==> src/rtl/adder_pkg.sv <==
// Shared constants for the ripple-carry adder slice.
package adder_pkg;

  localparam int n_default = 8;

endpackage

==> src/rtl/adder_full_adder.sv <==
// Single-bit full adder cell. The ripple chain in adder is built from these.
module full_adder (
  input  logic a,
  input  logic b,
  input  logic ci,
  output logic s,
  output logic co
);

  logic p;

  assign p  = a ^ b;
  assign s  = p ^ ci;
  assign co = (a & b) | (ci & p);

endmodule

==> src/rtl/adder.sv <==
// n-bit ripple-carry adder with registered sum, carry-out and signed overflow.
// One-cycle latency. The outputs come straight from flops, so they are glitch-free.
module adder
  import adder_pkg::*;
#(
  parameter int n = n_default
) (
  input  logic         clk,
  input  logic         rst,
  input  logic [n-1:0] x,
  input  logic [n-1:0] y,
  input  logic         cin,
  output logic [n-1:0] z,
  output logic         cout,
  output logic         ovf
);

  logic [n:0]   c;
  logic [n-1:0] z_next;
  logic         cout_next;
  logic         ovf_next;
  logic [n-1:0] z_reg;
  logic         cout_reg;
  logic         ovf_reg;

  assign c[0] = cin;

  generate
    for (genvar gi = 0; gi < n; gi++) begin : g_fa
      full_adder u_fa (
        .a  (x[gi]),
        .b  (y[gi]),
        .ci (c[gi]),
        .s  (z_next[gi]),
        .co (c[gi+1])
      );
    end
  endgenerate

  // The carry into and out of the sign bit differ exactly when the signed result overflows.
  assign cout_next = c[n];
  assign ovf_next  = c[n] ^ c[n-1];

  always_ff @(posedge clk or posedge rst) begin
    if (rst) begin
      z_reg    <= '0;
      cout_reg <= 1'b0;
      ovf_reg  <= 1'b0;
    end else begin
      z_reg    <= z_next;
      cout_reg <= cout_next;
      ovf_reg  <= ovf_next;
    end
  end

  assign z    = z_reg;
  assign cout = cout_reg;
  assign ovf  = ovf_reg;

endmodule

==> config.mk <==
export PLATFORM = sky130hd
export DESIGN_NAME = adder
export DESIGN_NICKNAME = d
export VERILOG_FILES = /design/src/rtl/adder_pkg.sv /design/src/rtl/adder_full_adder.sv /design/src/rtl/adder.sv
export SDC_FILE = /design/constraint.sdc
export NUM_CORES = 1
export LEC_CHECK = 0
export CAP_MARGIN = 20
export CORE_AREA = 2 2 43 45
export DETAILED_ROUTE_END_ITERATION = 12
export DIE_AREA = 0 0 45 47
export GPL_ROUTABILITY_DRIVEN = 0
export GPL_TIMING_DRIVEN = 0
export RECOVER_POWER = 25
export SYNTH_ARGS = -nofsm -noshare
export SYNTH_HDL_FRONTEND = slang
export SYNTH_SLANG_ARGS = --single-unit
==> constraint.sdc <==
create_clock -name clk -period 0.8 [get_ports clk]
set_clock_uncertainty 0.2 [all_clocks]
set_input_delay 0.12 -clock clk [delete_from_list [all_inputs] [get_ports clk]]
set_output_delay 0.12 -clock clk [all_outputs]
set_load 0.005 [all_outputs]
# After elaboration in Yosys (flattened, before gate mapping)
# Index checks and enable logic that the tools add are counted.
[totals] ff_bits=10 out_inout_bits=10 word_cells=44
[op_classes] bitwise=41
[ops] op="$xor 1x1->1" count=17
[ops] op="$and 1x1->1" count=16
[ops] op="$or 1x1->1" count=8

# Longest topological paths before layout
[depth] word_depth=18 depth_mapped=12 mapped_depth_nobuf=12

# Cells and area by module
# From an unflattened synthesis, not the netlist that was laid out.
[hier_totals] hier_cells=20 hier_area_um2=422.9
[by_module_without_submodules] module="adder" instances=1 cells_per_inst=12 area_per_inst_um2=262.8 seq_area_each_um2=250.2
[by_module_without_submodules] module="full_adder" instances=8 cells_per_inst=1 area_per_inst_um2=20.0 seq_area_each_um2=0.0

# Worst setup path after synthesis
# Ideal clock, no wire load.
[synth_timing] path_kind="input -> register" start="in y[0]" end="reg z_reg[7], in the netlist z[7]" arrival_ns=3.196 t_required_ns=0.536 slack_ns=-2.660 path_stages=12 n_path_buf=0 path_cell_list="fa_1 fa_1 fa_1 fa_1 fa_1 inv_1 fa_1 inv_1 fa_1 inv_1 fa_1 inv_1"
[synth_via] elab_chain_len=16
[synth_lines] item="from (decl)" line_no="adder.sv:11" rtl="input logic [n-1:0] y,"
[synth_lines] item="$xor 1x1->1" line_no="adder_full_adder.sv:12" rtl="assign p = a ^ b;"
[synth_lines] item="$and 1x1->1" line_no="adder_full_adder.sv:14" rtl="assign co = (a & b) | (ci & p);"
[synth_lines] item="$or 1x1->1 *" line_no="adder_full_adder.sv:14"
[synth_lines] item="$and 1x1->1 *" line_no="adder_full_adder.sv:14"
[synth_lines] item="$or 1x1->1 *" line_no="adder_full_adder.sv:14"
[synth_lines] item="$and 1x1->1 *" line_no="adder_full_adder.sv:14"
[synth_lines] item="$or 1x1->1 *" line_no="adder_full_adder.sv:14"
[synth_lines] item="$and 1x1->1 *" line_no="adder_full_adder.sv:14"
[synth_lines] item="$or 1x1->1 *" line_no="adder_full_adder.sv:14"
[synth_lines] item="$and 1x1->1 *" line_no="adder_full_adder.sv:14"
[synth_lines] item="$or 1x1->1 *" line_no="adder_full_adder.sv:14"
[synth_lines] item="$and 1x1->1 *" line_no="adder_full_adder.sv:14"
[synth_lines] item="$or 1x1->1 *" line_no="adder_full_adder.sv:14"
[synth_lines] item="$and 1x1->1 *" line_no="adder_full_adder.sv:14"
[synth_lines] item="$or 1x1->1 *" line_no="adder_full_adder.sv:14"
[synth_lines] item="$xor 1x1->1 *" line_no="adder_full_adder.sv:13" rtl="assign s = p ^ ci;"
[synth_lines] item="named net g_fa[7].u_fa.s" line_no="adder_full_adder.sv:6" rtl="output logic s,"
[synth_lines] item="to (signal assigned)" line_no="adder.sv:50" rtl="z_reg <= z_next;"
[synth_lines] item="to (decl)" line_no="adder.sv:22" rtl="logic [n-1:0] z_reg;"
# Mark *: on every way through the listed nets, which the timed path passes. The rest lies on a longest branch.

# Final worst setup path
[layout_timing] start="in cin" end="reg z_reg[7], in the netlist z[7]"
[layout_via] elab_chain_len=15
[layout_lines] item="from (decl)" line_no="adder.sv:12" rtl="input logic cin,"
[layout_lines] item="$and 1x1->1" line_no="adder_full_adder.sv:14"
[layout_lines] item="$or 1x1->1" line_no="adder_full_adder.sv:14"
[layout_lines] item="$and 1x1->1" line_no="adder_full_adder.sv:14"
[layout_lines] item="$or 1x1->1" line_no="adder_full_adder.sv:14"
[layout_lines] item="$and 1x1->1" line_no="adder_full_adder.sv:14"
[layout_lines] item="$or 1x1->1" line_no="adder_full_adder.sv:14"
[layout_lines] item="$and 1x1->1" line_no="adder_full_adder.sv:14"
[layout_lines] item="$or 1x1->1" line_no="adder_full_adder.sv:14"
[layout_lines] item="$and 1x1->1" line_no="adder_full_adder.sv:14"
[layout_lines] item="$or 1x1->1" line_no="adder_full_adder.sv:14"
[layout_lines] item="$and 1x1->1" line_no="adder_full_adder.sv:14"
[layout_lines] item="$or 1x1->1" line_no="adder_full_adder.sv:14"
[layout_lines] item="$and 1x1->1" line_no="adder_full_adder.sv:14"
[layout_lines] item="$or 1x1->1" line_no="adder_full_adder.sv:14"
[layout_lines] item="$xor 1x1->1" line_no="adder_full_adder.sv:13"
[layout_lines] item="named net g_fa[7].u_fa.s" line_no="adder_full_adder.sv:6"
# The timed path passes the listed nets, and every way through them passes these cells.

==> qor.txt <==
H-tree levels = 1
RSZ-0062 raised after global routing = true
clk buf depth = 2
Ant. Diodes = 0
Slew Viols, Final = 0
Routed Antenna Nets = 0
Setup crit end kind = register
ys async rst share = 100%
number of synthesized flops with an enable pin = 0
crit-path cells = buf_6 > fa_2 > fa_2 > fa_2 > fa_2 > fa_2 > inv_2 > fa_2 > inv_2 > fa_2 > inv_2 > fa_2 > inv_2
Post-Layout Cell Count = 79
setup TNS = -16.17 ns
slowest CP cell = fa_2
setup ws final = -2.34 ns
clock slew at the register clock pins of the worst setup and hold paths = 0.06 ns
Final Hold Viols = 1
vias in the first global route = 302
endpoints failing setup = 19
first-pass GRT wire length = 1.16 mm
CP startpoint kind = primary input
layout cells sized above 1 = 50.0%
Synth area leader = dfrtp_1
CP Data Required Time = 0.79 ns
final hold slack = -0.0414 ns
Crit path arrival time = 3.14 ns
synthesized area per cell = 15.3 um^2
DRC = 0
clk sinks = 10
# fillers = 169
Reg area = 250 um^2
Post-Syn Nets = 57
initial drt markers = 1
transition time of the tightest slew-check pin = 0.372 ns
largest net degree at the start of global routing = 11
CTS tree = built
max FFs per register = 8
most frequent cell after synthesis = inv_1
Synth top cells by count = inv_1, dfrtp_1, fa_1, xnor2_1
PortBufs = 28
initial antenna violation count = 0
Overflow after GRT = 0
outcome = finished, violations left
core area = 1650 um^2
worst-path fanout max = 2
detailed-route via count = 301
post-synth top area share = 54.3%
predominant post-synthesis flop cell = dfrtp_1
top post-synthesis cells by area = dfrtp_1, fa_1, inv_1, xnor2_1
Netlist Area Pre-Place = 460 um^2
crit share post-route = 393%
PwrDens = 1690 nW/um^2
DP HPWL = 642 um
maximum capacitance violations = 0
area of the multi-input gates = 196 um^2
cell occurring most often along the worst timing path = fa_2
failing checks = hold timing, setup timing
Core Rows = 15
router iterations before antenna repair = 2
relative slew slack = 75.2%
cell count after synthesis = 30
Die Area = 2120 um^2
fmax = 318 MHz
WS Path Type = primary input to register
Inst Count DP = 75
drt wl/cell = 9.20 um
VDD IR max = 505 uV
Die Width = 45 um
gr usage total = 8.23%
Die Y = 47 um
CP delay by family, top = adder cells
area grow syn2layout = 65.5%
TritonCTS buffer count = 3
Buf+Inv Stages, Crit Path = 5
vias per cell = 3.81
Util after Layout = 46.1%
CTS root buf = clkbuf_4
leakage power = 0.371 nW
worst stage delay on the critical path = 0.43 ns
FF+latch count, synth = 10
total routed wirelength = 727 um
Final Critical Period = 3.14 ns
Initial Util = 27.9%
Syn. warnings = 0
post-synthesis sequential area ratio = 54.3%
Hold WC Path Type = primary input to register
I/O pin cnt = 29
post-synthesis cell type count = 4
layout net count = 91
-- layer usage --
metal / vias to the layer above / track usage [%] / wire length (um)
met1: 139 / 9.34 / 246
met2: 16 / 12.6 / 391
li1: 144 / - / -
met5: - / 0 / 0
met3: 2 / 0.385 / 69
met4: 0 / 10.6 / 19
-- path summary, 6_finish.rpt --
kind / startpoint / to / slack (ns) / cells past startpoint
setup / recovery: cin / z[7] / -2.34 / 13
min in group asynchronous: rst / z[3] / 0.08 / 2
hold / removal: cin / z[0] / -0.04 / 2
max in group asynchronous: rst / ovf / 0.05 / 2
-- report_power, final --
part	total, mW	switching, mW	leakage [nW]	internal [mW]
logic	0.357	0.147	0.240	0.210
clock network	0.316	0.144	0.0138	0.172
registers	0.616	0.0193	0.117	0.597
-- final cells by class --
type / count / share of cell area (%)
timing repair buffer: 29 / 30.2
clock buffer: 3 / 2.96
inverter: 11 / 5.42
multi-input combinational: 9 / 25.8
tap: 17 / 2.79
sequential: 10 / 32.8
-- cell families after synthesis --
group                    share of synthesized area [%]
adder cells (fa/ha/maj)                           34.8
XOR/XNOR                                          1.90
flip-flops                                        54.3
buffers and inverters                             8.97
-- metrics by stage --
step | worst slack (ns) | cell area (um^2) | total power, mW
floorplan | -2.44 | 478 | 0.754
global placement | -2.96 | 779 | 1.06
detailed placement | -2.97 | 779 | 1.07
CTS | -2.48 | 744 | 1.30
global route | -2.43 | 762 | 1.38
finish | -2.34 | 762 | 1.29
-- cells in the final DEF (no fill, tap or decap) --
master,netlist,routed
buf_2,0,12
xnor2_2,0,1
dlygate4sd3_1,0,1
dlygate4sd2_1,0,1
buf_6,0,1
clkdlybuf4s50_1,0,12
inv_1,11,6
dlymetal6s2s_1,0,1
inv_2,0,5
buf_4,0,1
fa_2,0,8
clkbuf_4,0,3
dfrtp_1,10,10
-- timing repair --
item / 4_1_cts / 5_1_grt
endpoints found under the setup margin: 20 / 19
hold endpoints to repair: 11 / 11
setup buffers: 0 / 1
pin swaps: 8 / 4
gates cloned: 0 / 0
gates resized for setup: 56 / 3
(Power assumes the default switching activity.)
